--- config.mk ---
export PLATFORM = sky130hd
export DESIGN_NAME = histogram_ram_arbiter
export DESIGN_NICKNAME = d
export VERILOG_FILES = /design/src/rtl/hist_pkg.sv /design/src/rtl/hist_inc_fifo.sv /design/src/rtl/histogram_ram_arbiter.sv
export SDC_FILE = /design/constraint.sdc
export NUM_CORES = 1
export LEC_CHECK = 0
export BUFFER_PORTS_ARGS = -buffer_cell sky130_fd_sc_hd__buf_2
export CAP_MARGIN = 10
export CORE_MARGIN = 2
export CORE_UTILIZATION = 34
export CTS_BUF_LIST = sky130_fd_sc_hd__clkbuf_8
export CTS_CLUSTER_SIZE = 14
export DETAILED_ROUTE_END_ITERATION = 8
export GPL_TIMING_DRIVEN = 0
export SETUP_SLACK_MARGIN = 0.5
export SLEW_MARGIN = 20
export SYNTH_ARGS = -nofsm -noshare
export SYNTH_HDL_FRONTEND = slang
export SYNTH_HIERARCHICAL = 1
export SYNTH_SLANG_ARGS = --single-unit
--- constraint.sdc ---
create_clock -name clk -period 2.9 [get_ports clk]
set_clock_uncertainty 0.15 [all_clocks]
set_input_delay 0.145 -clock clk [delete_from_list [all_inputs] [get_ports clk]]
set_output_delay 0.145 -clock clk [all_outputs]
set_load 0.01 [all_outputs]
--- src/rtl/hist_pkg.sv ---
// Shared types and default widths for the histogram RAM arbiter.
package hist_pkg;

    localparam int unsigned HIST_ADDR_W = 7;
    localparam int unsigned HIST_DATA_W = 32;

    typedef enum logic [2:0] {
        StIdle,
        StClr,
        StIncRd,
        StIncWait,
        StIncWr,
        StHrd,
        StHrdWait
    } hist_state_e;

endpackage

--- src/rtl/hist_inc_fifo.sv ---
// Pending-increment address queue; reports pushes that had to be dropped.
module hist_inc_fifo #(
    parameter int unsigned DEPTH = 4,
    parameter int unsigned WIDTH = 7
) (
    input  logic             clk,
    input  logic             rst,
    input  logic             push,
    input  logic [WIDTH-1:0] push_data,
    input  logic             pop,
    output logic [WIDTH-1:0] pop_data,
    output logic             full,
    output logic             empty,
    output logic             drop
);

    localparam int unsigned PTR_W = $clog2(DEPTH);

    logic [PTR_W:0]   wr_ptr_q, rd_ptr_q;
    logic [WIDTH-1:0] mem_q [DEPTH];
    logic             do_push, do_pop;

    assign empty = (wr_ptr_q == rd_ptr_q);
    assign full  = (wr_ptr_q[PTR_W] != rd_ptr_q[PTR_W]) &&
                   (wr_ptr_q[PTR_W-1:0] == rd_ptr_q[PTR_W-1:0]);

    // A pop in the same cycle frees a slot, so a push into a full queue still fits.
    assign do_push  = push & (~full | pop);
    assign do_pop   = pop & ~empty;
    assign drop     = push & full & ~pop;
    assign pop_data = mem_q[rd_ptr_q[PTR_W-1:0]];

    always_ff @(posedge clk) begin
        if (rst) begin
            wr_ptr_q <= '0;
            rd_ptr_q <= '0;
        end else begin
            if (do_push) wr_ptr_q <= wr_ptr_q + 1'b1;
            if (do_pop)  rd_ptr_q <= rd_ptr_q + 1'b1;
        end
    end

    always_ff @(posedge clk) begin
        if (do_push) mem_q[wr_ptr_q[PTR_W-1:0]] <= push_data;
    end

endmodule

--- src/rtl/histogram_ram_arbiter.sv ---
// Single-port histogram RAM owner: serial saturating increments, host readout and clear sweep.
module histogram_ram_arbiter
    import hist_pkg::*;
#(
    parameter int unsigned ADDR_W     = HIST_ADDR_W,
    parameter int unsigned DATA_W     = HIST_DATA_W,
    parameter int unsigned FIFO_DEPTH = 4
) (
    input  logic              clk,
    input  logic              rst,
    input  logic              inc_req,
    input  logic [ADDR_W-1:0] inc_addr,
    input  logic              clr_req,
    input  logic              rd_req,
    input  logic [ADDR_W-1:0] rd_addr,
    output logic              rd_ready,
    output logic              rd_valid,
    output logic [DATA_W-1:0] rd_data,
    output logic [ADDR_W-1:0] ram_addr,
    output logic              ram_we,
    output logic [DATA_W-1:0] ram_wdata,
    input  logic [DATA_W-1:0] ram_rdata,
    output logic              busy,
    output logic              ovf
);

    hist_state_e       state_q, state_d;
    logic              inc_q;
    logic              clr_pend_q, clr_pend_d;
    logic [ADDR_W-1:0] clr_cnt_q;
    logic [ADDR_W-1:0] inc_addr_q;
    logic [ADDR_W-1:0] rd_addr_q;
    logic [DATA_W-1:0] rd_data_q;
    logic              rd_valid_q;
    logic              ovf_q;

    logic              fifo_push, fifo_pop, fifo_full, fifo_empty, fifo_drop;
    logic [ADDR_W-1:0] fifo_data;
    logic              rd_accept, clr_start, sweep_end;
    logic [DATA_W-1:0] sat_inc;

    assign fifo_push = inc_req & ~inc_q;

    hist_inc_fifo #(
        .DEPTH (FIFO_DEPTH),
        .WIDTH (ADDR_W)
    ) u_fifo (
        .clk       (clk),
        .rst       (rst),
        .push      (fifo_push),
        .push_data (inc_addr),
        .pop       (fifo_pop),
        .pop_data  (fifo_data),
        .full      (fifo_full),
        .empty     (fifo_empty),
        .drop      (fifo_drop)
    );

    assign sat_inc   = (&ram_rdata) ? ram_rdata : ram_rdata + 1'b1;
    assign rd_ready  = (state_q == StIdle) & ~clr_pend_q;
    assign busy      = (state_q != StIdle);
    assign rd_valid  = rd_valid_q;
    assign rd_data   = rd_data_q;
    assign ovf       = ovf_q;
    assign clr_start = (state_q == StIdle) & clr_pend_q;
    assign sweep_end = (state_q == StClr) & (&clr_cnt_q);

    // A clear request during a sweep is absorbed rather than queued for a second sweep.
    assign clr_pend_d = clr_start ? 1'b0 : (clr_pend_q | (clr_req & (state_q != StClr)));

    always_comb begin
        state_d   = state_q;
        ram_addr  = '0;
        ram_we    = 1'b0;
        ram_wdata = '0;
        fifo_pop  = 1'b0;
        rd_accept = 1'b0;
        unique case (state_q)
            StIdle: begin
                if (clr_pend_q) begin
                    state_d = StClr;
                end else if (!fifo_empty) begin
                    state_d = StIncRd;
                end else if (rd_req) begin
                    rd_accept = 1'b1;
                    state_d   = StHrd;
                end
            end
            StClr: begin
                ram_we   = 1'b1;
                ram_addr = clr_cnt_q;
                if (&clr_cnt_q) state_d = StIdle;
            end
            StIncRd: begin
                fifo_pop = 1'b1;
                ram_addr = fifo_data;
                state_d  = StIncWait;
            end
            // Address is held so the RAM output still reflects the bin during the write.
            StIncWait: begin
                ram_addr = inc_addr_q;
                state_d  = StIncWr;
            end
            StIncWr: begin
                ram_addr  = inc_addr_q;
                ram_we    = 1'b1;
                ram_wdata = sat_inc;
                state_d   = StIdle;
            end
            StHrd: begin
                ram_addr = rd_addr_q;
                state_d  = StHrdWait;
            end
            StHrdWait: begin
                ram_addr = rd_addr_q;
                state_d  = StIdle;
            end
            default: state_d = StIdle;
        endcase
    end

    always_ff @(posedge clk) begin
        if (rst) begin
            state_q    <= StIdle;
            inc_q      <= 1'b0;
            clr_pend_q <= 1'b0;
            clr_cnt_q  <= '0;
            inc_addr_q <= '0;
            rd_addr_q  <= '0;
            rd_data_q  <= '0;
            rd_valid_q <= 1'b0;
            ovf_q      <= 1'b0;
        end else begin
            state_q    <= state_d;
            inc_q      <= inc_req;
            clr_pend_q <= clr_pend_d;
            rd_valid_q <= (state_q == StHrdWait);
            if (state_q == StClr) clr_cnt_q <= clr_cnt_q + 1'b1;
            if (fifo_pop)         inc_addr_q <= fifo_data;
            if (rd_accept)        rd_addr_q <= rd_addr;
            if (state_q == StHrdWait) rd_data_q <= ram_rdata;
            // A drop in the sweep's final cycle still leaves the flag set.
            if (fifo_drop)      ovf_q <= 1'b1;
            else if (sweep_end) ovf_q <= 1'b0;
        end
    end

endmodule

==> Word-level counts from Yosys, hierarchy flattened <==
Memory sizes are Yosys's and may differ from the RTL's. A register that Yosys moved wholly into a read port is not among the register bits.
Index checks and enable logic that the tools add are counted.
{ "totals": {"reg_bits": 66, "ramBits": 28, "inputBits": 51, "output_inout_bits": 76, "memories": 1} }
{ "memory_table": {"columns": ["memory", "words", "width", "rd", "rd_clocked_by_memory_dff", "write_ports", "line", "text"], "rows": [
  ["u_fifo.mem_q", 4, 7, 1, 1, 1, "hist_inc_fifo.sv:20", "logic [WIDTH-1:0] mem_q [DEPTH];"]
]} }
{ "op_classes": {"addsub": 4, "n_eq_ne": 12, "mux": 20, "bitwise_logic": 16, "reduce_logical": 11} }
{ "op_table": {"columns": ["cell", "n"], "rows": [
  ["32-bit 2-to-1 mux", 2],
  ["32-bit by 1-bit adder with 32-bit output, second input constant", 1],
  ["32-bit AND reduction", 1],
  ["7-bit case mux with 4 select lines", 1],
  ["3-bit case mux with 5 select lines", 1],
  ["3-bit 2-to-1 mux", 4],
  ["1-bit 2-to-1 mux", 10],
  ["1-bit bitwise AND", 9],
  ["3-bit equality test, second input constant", 3],
  ["2-bit OR reduction", 4],
  ["7-bit by 1-bit adder with 7-bit output, second input constant", 1],
  ["7-bit AND reduction", 1],
  ["3-bit by 1-bit adder with 3-bit output, second input constant", 2],
  ["3-bit by 2-bit equality test with 1-bit output, second input constant", 2],
  ["1-bit NOT", 5],
  ["2-bit 2-to-1 mux", 2],
  ["4-bit != test, second input constant", 1],
  ["3-bit by 1-bit equality test with 1-bit output, second input constant", 1],
  ["3-bit equality test", 1],
  ["3-bit zero test", 1],
  ["3-bit by 1-bit != test with 1-bit output, second input constant", 1],
  ["3-bit nonzero test", 1],
  ["2-bit equality test", 1],
  ["2-bit by 1-bit != test with 1-bit output, second input constant", 1],
  ["other kinds (5)", 6]
]} }

==> Longest topological paths before layout <==
Gate-level depths: netlist of the first run.
{ "depth": {"depth_word": 7, "ltp_mapped": 8, "depth_no_buf": 7} }

==> By module <==
Netlist of the first run, hierarchy kept.
{ "modules_own_cells": {"columns": ["mod", "n_inst", "cells_per_inst", "area_per_inst_um2", "seq_area_each_um2"], "rows": [
  ["histogram_ram_arbiter", 1, 488, 3562.2, 1201.2],
  ["hist_inc_fifo", 1, 93, 1559.0, 1001.0]
]} }

==> Least setup slack after synthesis of the first run <==
No wires, ideal clock.
{ "synth_path": {"path_type": "register to register", "startpoint": "register state_q[1]", "endpoint": "memory u_fifo.mem_q[2][0], enable pin", "arrival_time_ps": 1704, "required_time_ps": 2424, "setup_slack_ps": 720, "path_stages_with_launch": 7, "path_buffers": 1, "period_less_slack_ps": 2180, "cell_sequence": "dfxtp_1 > clkbuf_1 > nand2_1 > clkinv_1 > inv_1 > a41oi_2 > and2_1"} }
{ "synth_between": {"elab_chain_cells": 6} }
{ "synth_rtl": {"columns": ["item", "line", "text"], "rows": [
  ["start, declared", "histogram_ram_arbiter.sv:27", "hist_state_e state_q, state_d;"],
  ["start signal, assigned", "histogram_ram_arbiter.sv:124", "state_q <= StIdle;"],
  ["start signal, assigned", "histogram_ram_arbiter.sv:134", "state_q <= state_d;"],
  ["3-bit by 2-bit equality test with 1-bit output", "histogram_ram_arbiter.sv:78", "unique case (state_q)"],
  ["1-bit 2-to-1 mux", "histogram_ram_arbiter.sv:78", null],
  ["named net fifo_pop", "histogram_ram_arbiter.sv:37", "logic fifo_push, fifo_pop, fifo_full, fifo_empty, fifo_drop;"],
  ["1-bit bitwise OR", "hist_inc_fifo.sv:28", "assign do_push = push & (~full | pop);"],
  ["1-bit bitwise AND", "hist_inc_fifo.sv:28", null],
  ["1-bit 2-to-1 mux", "hist_inc_fifo.sv:44", "if (do_push) mem_q[wr_ptr_q[PTR_W-1:0]] <= push_data;"],
  ["1-bit 2-to-1 mux (implied by the code)", "hist_inc_fifo.sv:44", null],
  ["end, declared", "hist_inc_fifo.sv:20", null]
]} }
The timed path passes the listed nets, and every way through them passes these cells.

==> flow_summary.toml, run 1 <==
[outcome]
status = "complete, no violations"

[floorplan]
die_x_microns = 126.7
core_area_sq_um = 14640
die_h_microns = 126.7
dieArea_sq_um = 16050
start_util = 0.3495
io_pins = 127
num_rows = 44

[placed_design]
port_buffers = 125
place_hpwl_mm = 10.89
gp_congestion = 0.8763
dp.cells = 889
place_area_sq_um = 5973

[cts]
cts-root-buf = "clkbuf_8"
path_clk_slew_ns = 0.11
clk_latency_ns = 0.39
cts_buffers = 9
clock-sinks = 96
cts_buffer_depth = 2
cts_tree = "done"
htreeDepth = 3

[global_route]
grt_usage = 0.1857
grt_max_degree = 19
overflow = 0
antenna_found_initial = 0
grt_pass1_wl_mm = 23.94
grt_pass1_vias = 4832

[timing]
whs_ns = 0.02986
tns_ns = 0
finalSetupViolations = 0
finalMaxSlewViolations = 0
fmax_ghz = 0.4291
max_slew.worst_pin.slew_ns = 0.6214
relSlewSlack = 0.5823
rsz0062_at_grt = "yes"
timing_hold_violations_final = 0
timing.final.crit_period_ns = 2.330
min_period_over_period = 0.8035

[logic_synthesis]
yosysWarnings = 6
syn_nets = 638
avgSynthCellArea_sq_um = 8.823
synth.cell_area_sq_um = 5117
synthCells = 580

[finish]
layout-drive-gt1-share = 0.2661
fin_area_sq_um = 6799
num_antenna_cells = 0
syn_to_final_growth_pct = 32.86
fin_nets = 827
layout.cells.non_filler = 958
fillers = 1416

[route]
dr_total_vias = 4951
via_per_inst = 5.168
drt-initial-drc-count = 329
drt_pass1_iterations = 5
ant_nets = 0
drc = 0
wirelength_mm = 14.94
routedWlPerCell_microns = 15.60

[setup_path]
critPathKind = "flip-flop to primary output"
worstSetupEndpointType = "primary output"
worstPathRequired_ns = 2.61
start_kind = "flip-flop"
path_max_fanout = 7
arrival_ns = 2.04

[power_and_ir_drop]
vdd_ir_drop_max_mv = 0.3452
power_mw = 4.059
power_leakage_nw = 2.677
p_per_area_nw_per_um2 = 596.9

[flow_run]
cap_violations = 0

[min_path]
hp-class = "input port to flip-flop"
==> power breakdown <==
part	total (mW)	switching (mW)	internal [mW]
logic	1.58	0.943	0.641
clock network	0.879	0.548	0.331
registers	1.60	0.0964	1.50
==> cell type report <==
type | count | area [sq um] | area share
buffer | 33 | 155.1 | 0.02282
clock buffer | 9 | 123.9 | 0.01822
clock inverter | 7 | 63.81 | 0.009385
inverter | 9 | 35.03 | 0.005153
multi-input combinational | 442 | 2845 | 0.4185
sequential | 96 | 2202 | 0.3239
tap | 184 | 230.2 | 0.03386
timing repair buffer | 178 | 1144 | 0.1682
==> worst max-delay path, stage by stage, from the launching register on <==
cell      delay (ns)
dfxtp_1         0.32
buf_4           0.19
mux4_2          0.55
a221oi_1        0.33
a21oi_1         0.09
buf_2           0.17
==> final timing paths <==
path | from | endpoint | slack (ns) | depth (start not counted)
setup / recovery | flip-flop | ram_addr[0] | 0.57 | 5
hold / removal | rst | u_fifo/wr_ptr_q[2] | 0.03 | 3
setup reg to reg | state_q[1] | u_fifo/wr_ptr_q[2] | 0.66 | 6
hold reg to reg | rd_data[20] | rd_data[20] | 0.31 | 2
==> per-layer routing <==
| layer | GRT usage | share of wire | routed length [microns] | up-vias |
|---|---|---|---|---|
| met4 | 0.07111 | 0.023 | 346 | 0 |
| li1 | - | - | - | 2432 |
| met2 | 0.3240 | 0.49 | 7301 | 188 |
| met1 | 0.2295 | 0.43 | 6376 | 2304 |
| met3 | 0.03248 | 0.062 | 920 | 27 |
| met5 | 0 | 0 | 0 | - |
==> flip-flops by register name, indices dropped and copies added (netlist names), named ones only <==
signal	cells
rd_data	32
u_fifo/mem_q	28
clr_cnt_q	7
inc_addr_q	7
rd_addr_q	7
state_q	3
u_fifo/rd_ptr_q	3
u_fifo/wr_ptr_q	3
clr_pend_q	1
inc_q	1
ovf	1
rd_valid	1
==> repair_timing <==
item,in CTS,in global routing
setup endpoints to repair,71,81
setup buffers,0,5
hold endpoints to repair,69,0
resized for setup,16,24
hold buffers,48,0
pin swaps,1,2
==> per-stage QoR <==
step | setup slack [ns] | utilization
2_1_floorplan | 0.7197 | -
3_3_place_gp | 0.2157 | 0.4079
3_5_place_dp | 0.1090 | 0.4079
4_1_cts | 0.4688 | 0.4563
5_1_grt | 0.4561 | 0.4643
6_report | 0.5698 | 0.4643
==> layout by cell type, fill, tap and decap left out, types with 4 or more instances in the layout <==
master and n:
inv_1 8, clkbuf_2 8, xnor2_1 23, and3_1 4, nor3_1 7, a211oi_1 8
mux2i_1 19, a221oi_1 7, or3_1 5, buf_2 130, o21ai_0 4, nor2b_1 6
nor4_1 4, nand2b_1 7, mux2_2 8, dfxtp_1 68, xor2_1 4, mux4_2 7
clkbuf_8 9, inv_6 4, clkbuf_1 16, a31o_2 5, edfxtp_1 28, ha_1 7
nand3_1 13, nor2_1 67, buf_4 7, a21oi_1 67, dlygate4sd3_1 48, and2_1 4
nand2_1 107, a31oi_1 8, nand4_1 13
Note: power is estimated with default switching activity, not from simulation.
==> run 2, diff against run 1 <==
Settings changed: ABC_AREA from default to 1.
Clock period 2.9 ns to 2.2 ns, I/O delays scaled along.
==> run 2 against run 1 <==
Against the previous run:
- power increased by 48%
- combinational power increased by 63%
- synthesized cell count increased by 29%
- flip-flop and latch count unchanged
- global-route usage increased by 0.77 points
- core utilization increased by 5.1 points
- count of clock-buffer cells in the layout unchanged
- final area increased by 14%
- synthesized area increased by 2.0%
- largest cell class unchanged
- largest power group is now combinational cells
- highest routed layer unchanged
==> flow_summary.toml, run 2 <==
[logic_synthesis]
yosysMostFrequentCell = "nand2_1"
async_flop_share = 0
synth_top_family_by_area = "simple AND/OR/NAND/NOR gates"
synthSimpleGateAreaFrac = 0.2995
yosysTopAreaCell = "dfxtp_1"
avgSynthCellArea_sq_um = 6.985
ys_ff_latch = 96
synth-compound-area-share = 0.1386
yosys-top-cells-count = "nand2_1 (170), nor2_1 (114), inv_1 (105)"
synth.area.top_cells = "dfxtp_1 (26%), edfxtp_1 (16%), nand2_1 (12%), nor2_1 (8.2%), inv_1 (7.6%)"
synth.distinct_cells = 35
synth-edff-count = 28
synthCells = 747
syn_nets = 805
ys.flop_type = "dfxtp_1"
synth_top_area_frac = 0.2609
synth_xor_area_frac = 0.02158
synth.yosys.seq_area_share = 0.4221
yosysWarnings = 6
synth.cell_area_sq_um = 5218
synthMuxAreaShare = 0
synthAdderAreaFrac = 0.01679

[placed_design]
port_buffers = 126
gp_congestion = 0.9322
place_ws_ns = 0.04072
place_hpwl_mm = 11.48
place_area_sq_um = 6137

[setup_path]
critPathKind = "flip-flop to primary output"
ff2ff_setup_slack_ns = 0.44
start_kind = "flip-flop"
worstReg2RegEnd = "u_fifo/mem_q[0][0]"
r2r_cells = 8
path_cells = "inv_2 > nand3_1 > nand2_4 > nand2_1 > nand4_1 > buf_2"
r2r-start = "state_q[2]"
worstSetupEndpointType = "primary output"
arrival_ns = 1.67
critPathMaxStageDelay_ns = 0.39
path_max_fanout = 7
cp-startpoint = "state_q[1]"
endpoint = "ram_addr[6]"
cp_slowest_cell = "dfxtp_4"
worstPathRequired_ns = 1.94

[route]
via_per_inst = 4.804
ant_nets = 0
dr_total_vias = 5563
drt-initial-drc-count = 412
drc = 0
routedWlPerCell_microns = 14.31
drt_pass1_iterations = 5
wirelength_mm = 16.58

[finish]
final_common_cell = "nand2_1"
fin_util = 0.5150
final_cell_mix = "nand2_1 (141), nor2_1 (101), buf_2 (100)"
syn_to_final_growth_pct = 48.94
num_antenna_cells = 0
fillers = 1446
largest_reg_flops = 32
fin_nets = 1023
fin_area_sq_um = 7771
layout-drive-gt1-share = 0.3258

[power_and_ir_drop]
pwr-share-comb = 0.431
p_int_mw = 3.656
power_leakage_nw = 3.579
power_mw = 5.993
p_sw_frac = 0.3899
vdd_ir_drop_max_mv = 0.4518
power_frac_seq = 0.369
pwr-share-clk = 0.201
p_per_area_nw_per_um2 = 771.2
p_sw_mw = 2.337

[global_route]
overflow = 0
grt_pass1_vias = 5001
antenna_found_initial = 0
grt_max_degree = 20
grt_usage = 0.1934
grt_pass1_wl_mm = 24.86

[timing]
finalSetupViolations = 0
rsz0062_at_grt = "yes"
worst_slack_ns = 0.2655
finalMaxSlewViolations = 0
min_period_over_period = 0.8793
timing_hold_violations_final = 0
fmax_ghz = 0.5169
relSlewSlack = 0.6632
max_slew.worst_pin.slew_ns = 0.5052
timing.final.crit_period_ns = 1.935

[floorplan]
dieArea_sq_um = 16350
start_util = 0.3458
num_rows = 45
die_x_microns = 127.9
die_h_microns = 127.9
io_pins = 127
core_area_sq_um = 15090

[flow_run]
cap_violations = 0

[cts]
cts-root-buf = "clkbuf_8"
cts_tree = "done"
htreeDepth = 3
cts_buffer_depth = 2
clock-sinks = 96
clk_latency_ns = 0.39
path_clk_slew_ns = 0.11
cts_buffers = 9

[outcome]
status = "complete, no violations"

[min_path]
hp-class = "input port to flip-flop"
==> run 2: power groups by stage <==
| stage | combinational (mW) | clock (mW) | sequential (mW) |
|---|---|---|---|
| after floorplan | 0.995 | 0 | 2.20 |
| after detailed placement | 1.59 | 0 | 2.20 |
| final | 2.58 | 1.20 | 2.21 |
| after CTS | 2.08 | 1.24 | 2.20 |
| after global placement | 1.59 | 0 | 2.20 |
| after global routing | 2.78 | 1.31 | 2.23 |
==> run 2: timing repair <==
action | in CTS | in global routing
gates cloned | 3 | 1
endpoints found under the hold margin | 76 | 0
buffers inserted | 17 | 12
hold buffers | 48 | 0
gates resized for setup | 97 | 95
pin swaps | 27 | 21
setup endpoints to repair | 80 | 102
==> run 2: layout make-up <==
class	count	area, sq um	share of cell area
clock inverter	7	72.57	0.009338
clock buffer	9	123.9	0.01594
inverter	115	444.2	0.05716
buffer	20	162.7	0.02093
timing repair buffer	207	1597	0.2054
sequential	96	2227	0.2866
multi-input combinational	516	2909	0.3743
tap	188	235.2	0.03027
==> run 2: layer usage <==
metal | track usage | share of wire
met1 | 0.2578 | 0.45
met2 | 0.3105 | 0.46
met3 | 0.04674 | 0.065
met4 | 0.06076 | 0.021
met5 | 0 | 0
==> run 2: how the worst min path moves through the flow <==
stage                               endpoint         start  slack (ns)  cells past startpoint
final                             rd_data[2]  ram_rdata[2]        0.03                      3
after global routing              rd_data[2]  ram_rdata[2]        0.04                      3
after CTS                         rd_data[2]  ram_rdata[2]       0.003                      3
after detailed placement  u_fifo/mem_q[0][3]   inc_addr[3]        0.18                      1
after global placement    u_fifo/rd_ptr_q[2]           rst        0.18                      2
after floorplan           u_fifo/rd_ptr_q[2]           rst        0.03                      1
==> run 2: per-stage QoR <==
step,hold WS (ns),setup TNS [ns],instances
CTS,0.003482,0,1145
global placement,0.1754,-0.01705,1061
global route,0.03601,0,1158
floorplan,0.02907,0,747
finish,0.02638,0,1158
detailed placement,0.1775,0,1061
==> run 2: cell families after synthesis <==
| family | after synthesis |
|---|---|
| AND/OR/NAND/NOR | 361 |
| AO/OA/AOI/OAI | 136 |
| XOR/XNOR | 12 |
| adder cells (fa/ha/maj) | 7 |
| flip-flops | 96 |
| buffers and inverters | 135 |
==> run 2: critical path: cells and delay by family, from the launching register on <==
kind                   cells  cell delay (ns)
and+or+nand+nor            4             0.58
DFF                        1             0.39
buffers and inverters      2             0.30
==> run 3, diff against run 2 <==
Settings changed: CTS_BUF_LIST sky130_fd_sc_hd__clkbuf_8 to default.
==> run 3 against run 2 <==
Against the previous run:
- flip-flop and latch count is the same
- register-to-register slack worse by 0.03 ns
- wire length rose by 0.54%
- via count is 0.43% higher
- critical path type unchanged
- highest routed layer unchanged
==> flow_summary.toml, run 3 (synthesized netlist as in run 2, its figures left out) <==
[setup_path]
critPathMaxStageDelay_ns = 0.39
path_buf_inv = 5
cp_slowest_cell = "dfxtp_4"
ff2ff_setup_slack_ns = 0.41
worstReg2RegEnd = "u_fifo/mem_q[0][0]"
start_kind = "flip-flop"
worstPathRequired_ns = 1.94
path_max_fanout = 5
worstSetupEndpointType = "primary output"
critical_path.top_delay_family = "buffers and inverters"
r2r-start = "state_q[0]"
arrival_ns = 1.63
critPathKind = "flip-flop to primary output"
path_cells = "inv_4 > nor3_4 > buf_4 > buf_8 > buf_6 > nand2_2 > nor2_1 > buf_2"
r2r_cells = 8

[global_route]
antenna_found_initial = 0
grt_max_degree = 20
grt_usage = 0.1967
overflow = 0
grt_pass1_vias = 5140
grt_pass1_wl_mm = 25.24

[timing]
whs_ns = 0.01009
tns_ns = 0
rsz0062_at_grt = "yes"
timing_hold_violations_final = 0
relSlewSlack = 0.6605
fmax_ghz = 0.5294
finalSetupViolations = 0
finalMaxSlewViolations = 0
max_slew.worst_pin.slew_ns = 0.5093
min_period_over_period = 0.8587
timing.final.crit_period_ns = 1.889

[floorplan]
die_x_microns = 127.9
core_area_sq_um = 15090
die_h_microns = 127.9
start_util = 0.3458
dieArea_sq_um = 16350
num_rows = 45
io_pins = 127

[finish]
syn_to_final_growth_pct = 53.84
fin_area_sq_um = 8026
final_cell_mix = "nand2_1 (139), nor2_1 (100), buf_2 (99)"
fin_nets = 1031
num_antenna_cells = 0
fin_util = 0.5319
layout-drive-gt1-share = 0.3405
final_common_cell = "nand2_1"
largest_reg_flops = 32

[route]
drc = 0
routedWlPerCell_microns = 14.29
drt_pass1_iterations = 5
drt-initial-drc-count = 333
via_per_inst = 4.792
ant_nets = 0
dr_total_vias = 5587
wirelength_mm = 16.67

[cts]
cts-root-buf = "clkbuf_16"
cts_buffer_depth = 2
cts_tree = "done"
htreeDepth = 3
cts_buffers = 9
clock-sinks = 96
path_clk_slew_ns = 0.07
clk_latency_ns = 0.36

[placed_design]
place_hpwl_mm = 11.48
place_area_sq_um = 6137
port_buffers = 126
gp_congestion = 0.9322

[flow_run]
cap_violations = 0

[outcome]
status = "complete, no violations"

[min_path]
worstHoldEndpoint = "rd_data[26]"
min_from = "ram_rdata[26]"
hp-class = "input port to flip-flop"
min_path_cells = 3

[power_and_ir_drop]
power_leakage_nw = 3.623
p_per_area_nw_per_um2 = 813.0
vdd_ir_drop_max_mv = 0.5439
## run 3: cell types whose count changed in the layout (fill, tap and decap cells not counted), moves of 7 or more
cell / change
buf_4: +7
clkbuf_8: -9
clkbuf_16: +9
nand2_2: +7
nand2_4: -7
## run 3: power breakdown
group	switching [mW]	internal [mW]
clock	0.790	0.808
combinational	1.44	1.27
sequential	0.182	2.04
## run 3: worst max path at each step
| stage | from | to | slack [ns] | depth (start not counted) |
|---|---|---|---|---|
| after floorplan | state_q[0] | u_fifo/mem_q[0][0] | 0.46 | 7 |
| after global placement | ram_rdata[0] | ram_wdata[3] | -0.009 | 10 |
| after detailed placement | ram_rdata[0] | ram_wdata[9] | 0.04 | 10 |
| after CTS | state_q[0] | ram_addr[6] | 0.38 | 7 |
| after global routing | state_q[2] | ram_wdata[10] | 0.21 | 6 |
| final | state_q[2] | ram_wdata[24] | 0.31 | 8 |
## run 3: through the flow
stage / setup slack, ns / power [mW] / std cells
6_report: 0.3109 / 6.525 / 1166
5_1_grt: 0.2052 / 6.875 / 1166
4_1_cts: 0.3754 / 6.132 / 1150
3_5_place_dp: 0.04072 / 3.793 / 1061
3_3_place_gp: -0.008920 / 3.785 / 1061
2_1_floorplan: 0.4604 / 3.191 / 747
## run 3: timing repair
item                                   4_1_cts  5_1_grt
buffers inserted                            24       16
gates cloned                                 4        0
pin swaps                                   40       16
setup endpoints to repair                   79      100
resized for setup                          140       82
endpoints found under the hold margin       71        0
hold buffers                                45        0
## run 3: worst register-to-register path: stages, from the launching register on
cell     delay, ns
dfxtp_4       0.38
nor2_4        0.14
inv_2         0.06
nor2_4        0.13
buf_6         0.13
inv_6         0.04
nand4_4       0.10
nand2_4       0.09
nor2_4        0.26
## run 3: area by class of cell
class                   count  area [sq um]
plain buffers              20         170.2
flip-flops and latches     96          2233
well taps                 188         235.2
inverters                 115         459.2
fillers                  1408          7063
clock inverters             7         72.57
clock buffers               9         225.2
multi-input cells         516          2960
repair buffers            215          1670
## run 3: per-layer routing
layer  vias up  routed length, microns  global-route usage
met5         -                       0                   0
met4         0                     394             0.08856
met3        30                     850             0.03506
met2       164                    7937              0.3177
met1      2536                    7483              0.2576
li1       2857                       -                   -
